<file path="config.mk">
export PLATFORM = sky130hd
export DESIGN_NAME = vga_pixel_pipe
export DESIGN_NICKNAME = d
export VERILOG_FILES = /design/src/rtl/vga_pixel_pipe.sv
export SDC_FILE = /design/constraint.sdc
export NUM_CORES = 1
export LEC_CHECK = 0
export ABC_AREA = 1
export BUFFER_PORTS_ARGS = -buffer_cell sky130_fd_sc_hd__buf_2
export CAP_MARGIN = 25
export CORE_MARGIN = 2
export CORE_UTILIZATION = 49
export CTS_CLUSTER_SIZE = 24
export DETAILED_ROUTE_END_ITERATION = 8
export PLACE_DENSITY_LB_ADDON = 0.1
export SLEW_MARGIN = 20
export SYNTH_ARGS = -nofsm -noshare
export SYNTH_HDL_FRONTEND = slang
export SYNTH_SLANG_ARGS = --single-unit
</file>
<file path="constraint.sdc">
create_clock -name ckVideo -period 4.1 [get_ports ckVideo]
set_clock_uncertainty 0.1 [all_clocks]
set_input_delay 0.82 -clock ckVideo [delete_from_list [all_inputs] [get_ports ckVideo]]
set_output_delay 0.82 -clock ckVideo [all_outputs]
set_load 0.01 [all_outputs]
</file>
<file path="src/rtl/vga_pixel_pipe.sv">
// Pixel stage behind the VGA timing generator: scales 640x480 coordinates onto a small framebuffer,
// issues the read address, and emits RGB and sync on a common 3-cycle delay. Optional VGA_TEST_PATTERN_EN.
module vga_pixel_pipe #(
    parameter int SCALE_LOG2 = 2,
    parameter int FB_W       = 160,
    parameter int FB_H       = 120,
    parameter int ADDR_W     = 16,
    parameter int COLOR_W    = 12
) (
    input  logic               ckVideo,
    input  logic               rstVideo,
    input  logic [9:0]         adrHor,
    input  logic [9:0]         adrVer,
    input  logic               flgActiveVideo,
    input  logic               HS,
    input  logic               VS,
    input  logic [ADDR_W-1:0]  fbBaseIn,
    input  logic [COLOR_W-1:0] bgColor,
    input  logic               selPattern,
    output logic [ADDR_W-1:0]  fbAddr,
    input  logic [COLOR_W-1:0] fbData,
    output logic [3:0]         vgaR,
    output logic [3:0]         vgaG,
    output logic [3:0]         vgaB,
    output logic               vgaHS,
    output logic               vgaVS,
    output logic [15:0]        frameCnt,
    output logic               flgFrameStart
);

    localparam logic [9:0]        FB_W_LIM = 10'(FB_W);
    localparam logic [9:0]        FB_H_LIM = 10'(FB_H);
    localparam logic [ADDR_W-1:0] FB_W_A   = ADDR_W'(FB_W);

    logic [9:0]         col;
    logic [9:0]         row;
    logic               inFb;
    logic [ADDR_W-1:0]  pixAddr;
    logic [ADDR_W-1:0]  baseShadow;
    logic               prevVS;

    logic               s1Active, s1InFb, s1Hs, s1Vs;
    logic               s2Active, s2InFb, s2Hs, s2Vs;
    logic [COLOR_W-1:0] pixelColor;

    assign col     = adrHor >> SCALE_LOG2;
    assign row     = adrVer >> SCALE_LOG2;
    assign inFb    = (col < FB_W_LIM) && (row < FB_H_LIM);
    // Sum is taken at ADDR_W bits so a high base wraps around the address space.
    assign pixAddr = baseShadow + ADDR_W'(row) * FB_W_A + ADDR_W'(col);

    // The base only moves on a VS falling edge, so a frame is always read from one buffer.
    always_ff @(posedge ckVideo) begin
        if (rstVideo) begin
            prevVS        <= 1'b0;
            baseShadow    <= '0;
            frameCnt      <= 16'd0;
            flgFrameStart <= 1'b0;
        end else begin
            prevVS        <= VS;
            flgFrameStart <= 1'b0;
            if (!VS && prevVS) begin
                baseShadow    <= fbBaseIn;
                frameCnt      <= frameCnt + 16'd1;
                flgFrameStart <= 1'b1;
            end
        end
    end

`ifdef VGA_TEST_PATTERN_EN
    logic s1PatSel, s1PatBit, s2PatSel, s2PatBit;

    always_ff @(posedge ckVideo) begin
        if (rstVideo) begin
            s1PatSel <= 1'b0;
            s1PatBit <= 1'b0;
            s2PatSel <= 1'b0;
            s2PatBit <= 1'b0;
        end else begin
            s1PatSel <= selPattern;
            s1PatBit <= adrHor[5] ^ adrVer[5];
            s2PatSel <= s1PatSel;
            s2PatBit <= s1PatBit;
        end
    end
`else
    logic unusedSel;
    assign unusedSel = selPattern;
`endif

    // Stage 1 issues the address; stage 2 waits out the synchronous read.
    always_ff @(posedge ckVideo) begin
        if (rstVideo) begin
            fbAddr   <= '0;
            s1Active <= 1'b0;
            s1InFb   <= 1'b0;
            s1Hs     <= 1'b1;
            s1Vs     <= 1'b1;
            s2Active <= 1'b0;
            s2InFb   <= 1'b0;
            s2Hs     <= 1'b1;
            s2Vs     <= 1'b1;
        end else begin
            fbAddr   <= inFb ? pixAddr : '0;
            s1Active <= flgActiveVideo;
            s1InFb   <= inFb;
            s1Hs     <= HS;
            s1Vs     <= VS;
            s2Active <= s1Active;
            s2InFb   <= s1InFb;
            s2Hs     <= s1Hs;
            s2Vs     <= s1Vs;
        end
    end

    always_comb begin
        pixelColor = '0;
        if (s2Active) begin
            pixelColor = s2InFb ? fbData : bgColor;
`ifdef VGA_TEST_PATTERN_EN
            if (s2PatSel) pixelColor = s2PatBit ? '1 : '0;
`endif
        end
    end

    // Stage 3: read data arrives this cycle and is registered alongside the delayed sync.
    always_ff @(posedge ckVideo) begin
        if (rstVideo) begin
            vgaR  <= 4'd0;
            vgaG  <= 4'd0;
            vgaB  <= 4'd0;
            vgaHS <= 1'b1;
            vgaVS <= 1'b1;
        end else begin
            vgaR  <= pixelColor[COLOR_W-1 -: 4];
            vgaG  <= pixelColor[7:4];
            vgaB  <= pixelColor[3:0];
            vgaHS <= s2Hs;
            vgaVS <= s2Vs;
        end
    end

endmodule

</file>
==> impl_metrics.csv <==
group,metric,value,unit
synth,synthTopCellsByCount,"nand2_1, nor2_1, dfxtp_1",
sta,hold_viol_final,0,
flow_run,cap_violations,0,
synth,synth_cell_type_count,37,
critical_path,worstSetupStartpoint,"adrVer[3]",
power,irDropWorstVdd,225,uV
sta,worst_pin_slew,0.751,ns
grt,gr-total-overflow,0,
floorplanning,floorplan.rows,32,
critical_path,critical-path-max-stage-delay,0.40,ns
critical_path,critPathLaunchType,"input port",
clocking,cts_tree,"built",
synth,synth_edf_count,0,
critical_path,rr_worst_depth,11,
sta,period_share,86.4,%
critical_path,end_kind,"register",
critical_path,r2r-start,"baseShadow[1]$_SDFFE_PP0P_",
sta,fmax,282,MHz
route,wirelength,8.51,mm
hold_path,min_from,"s1InFb$_SDFF_PP0_",
finish,insertedDiodeCount,0,
synth,synth_area_leader_cell,"dfxtp_1",
clocking,holdBufCountCts,0,
clocking,cts_max_path_buffers,2,
critical_path,crit_type,"input port to register",
place,port_buffers,107,
finish,fillers,754,
clocking,numCtsBuffers,9,
clocking,clkTransAtPathRegs,0.08,ns
synth,avgSynthCellArea,7.54,um2
sta,finalSetupTns,0,ns
critical_path,worst-path-max-fanout,3,
place,place_congestion,0.899,
grt,grtUsageTotal,20.6,%
critical_path,crit_slowest_cell,"fa_1",
synth,syn_area,3810,um2
power,p_int,1.23,mW
floorplanning,die-height,92.1,um
power,p_switching,514,uW
route,via_per_inst,4.79,
sta,grt_setup_unrepaired,"false",
power,comb_power_share,20.8,%
floorplanning,die_x,92.1,um
floorplanning,start_util,50.0,%
clocking,cts_resized,0,
floorplanning,ioPinCount,113,
clocking,postCtsSetupRepairBufs,0,
clocking,clock-sinks,72,
grt,grt_pass1_wl,14.0,mm
run_status,outcome,"complete, no violations",
synth,ys_warn_count,0,
route,via_count,3443,
synth,synthCells,505,
grt,antenna_found_initial,0,
synth,netlist.area_leader.share,37.9,%
floorplanning,dieArea,8490,um2
power,p_leak,2.47,nW
grt,grt_start_max_net_pins,29,
synth,syn_nets,615,
grt,grt_pass1_vias,3131,
sta,worst_slack,0.559,ns
route,avgRoutedWirePerCell,11.8,um
clocking,root_buffer,"clkbuf_8",
power,pwr-share-seq,42.3,%
hold_path,min_path_cells,2,
sta,final-max-slew-violation-count,0,
route,ant_nets,0,
sta,finalSetupViolations,0,
place,dp_hpwl,6.52,mm
clocking,htreeDepth,3,
finish,area.growth.synth_to_final,21.9,%
critical_path,path_common_cell,"nand2_1",
route,drcViolationCount,0,
critical_path,crit_arrival,3.69,ns
power,powerDensity,376,nW/um2
sta,layout_min_cycle_time,3.54,ns
power,sw_frac_of_total,29.5,%
critical_path,crit_required,4.25,ns
power,pwr-share-clk,36.9,%
synth,ys_seq_elements,72,
route,first_pass_iters,4,
finish,drive_gt1_share,23.0,%
synth,synthFlopType,"dfxtp_1",
synth,synth_area_leaders,"dfxtp_1, ha_1, nand2_1",
hold_path,hold_path.class,"register to register",
synth,ys_seq_area_share,37.9,%
critical_path,crit_chain,"buf_2 > ha_1 > ha_1 > fa_1 > nand3_1 > nand2_1 > nand2_1 > a21oi_1 > o21ai_0 > nand2_1 > ha_1 > ha_1 > a21o_1 > nor2_1 > nand2_1 > nor2_1 > nand2_1 > nand2_1 > nor2_1",
sta,slew_headroom,49.9,%
finish,fin_nets,722,
finish,utilization,61.0,%
place,place_ws,0.203,ns
synth,async_flop_share,0,%
floorplanning,coreArea,7610,um2
synth,synth.most_common_cell,"nand2_1",
route,first_iter_violations,118,
clocking,clock_latency,0.35,ns
[routing by layer]
metal / share of wire (%) / track usage, % / vias up
met5: 0 / 0 / -
met4: 1.3 / 6.34 / 0
met3: 5.9 / 5.92 / 10
met2: 46 / 33.3 / 73
met1: 47 / 26.5 / 1524
li1: - / - / 1836
[kinds of logic after synthesis]
kind of cell	after synthesis	synth area share, %
xor gates and xnor gates	6	1.38
buffers and inverters	63	6.61
and+or+nand+nor	243	28.0
AOI/OAI and AO/OA	77	10.7
adders and majority gates	44	15.5
DFF	72	37.9
[flip-flops by register name, indices dropped and copies added (netlist names)]
| signal | cells |
|---|---|
| baseShadow | 16 |
| fbAddr | 16 |
| flgFrameStart | 1 |
| frameCnt | 16 |
| prevVS | 1 |
| s1Active | 1 |
| s1Hs | 1 |
| s1InFb | 1 |
| s1Vs | 1 |
| s2Active | 1 |
| s2Hs | 1 |
| s2InFb | 1 |
| s2Vs | 1 |
| vgaB | 4 |
| vgaG | 4 |
| vgaHS | 1 |
| vgaR | 4 |
| vgaVS | 1 |
[through the flow]
stage,hold slack [ns],area [um2],power [mW],std cells
2_1_floorplan,0.288,3810,1.01,505
5_1_grt,0.324,4640,1.84,719
3_5_place_dp,0.293,4410,1.12,703
3_3_place_gp,0.293,4410,1.11,703
4_1_cts,0.303,4640,1.76,719
6_report,0.304,4640,1.74,719
[worst max-delay path, delay by kind of cell]
| family | cells | cell delay, ns |
|---|---|---|
| buf+inv | 1 | 0.13 |
| fa+ha+maj | 5 | 1.56 |
| compound gates | 3 | 0.39 |
| simple gates | 10 | 0.77 |
[power groups by stage]
stage | registers, mW | clock network [mW] | logic, mW
finish | 0.738 | 0.643 | 0.363
CTS | 0.738 | 0.656 | 0.364
floorplan | 0.760 | 0 | 0.247
detailed placement | 0.754 | 0 | 0.361
global placement | 0.754 | 0 | 0.353
global route | 0.741 | 0.687 | 0.416
[path summary, 6_finish.rpt]
check,to,slack [ns]
min reg2reg,s2InFb$_SDFF_PP0_,0.30
max reg2reg,fbAddr[11]$_SDFF_PP0_,1.93
min,s2InFb$_SDFF_PP0_,0.30
max,fbAddr[15]$_SDFF_PP0_,0.56
[placed cells by master, fill, tap and decap left out, types with 2 or more instances in the layout]
master     instances
xor2_1             4
nor3_1             5
nor2_4             3
nor3b_1            3
fa_1               5
ha_1              39
or2_2              5
o21ai_0           26
o21ai_1            3
nand2_1          117
a21oi_1           39
buf_2            107
nor2_1            83
bufinv_16          2
o21a_1             2
xnor2_1            2
nand2_2            2
a21o_1             3
inv_1             51
nand3_1           16
clkbuf_8          10
dfxtp_1           72
[layout make-up]
type	instances	area [um2]	area share [%]
sequential	72	1440	31.1
clock inverter	6	90.1	1.94
tap	102	128	2.75
inverter	52	195	4.21
clock buffer	10	138	2.97
timing repair buffer	107	536	11.5
multi-input combinational	370	2110	45.5
(Power assumes the default switching activity.)
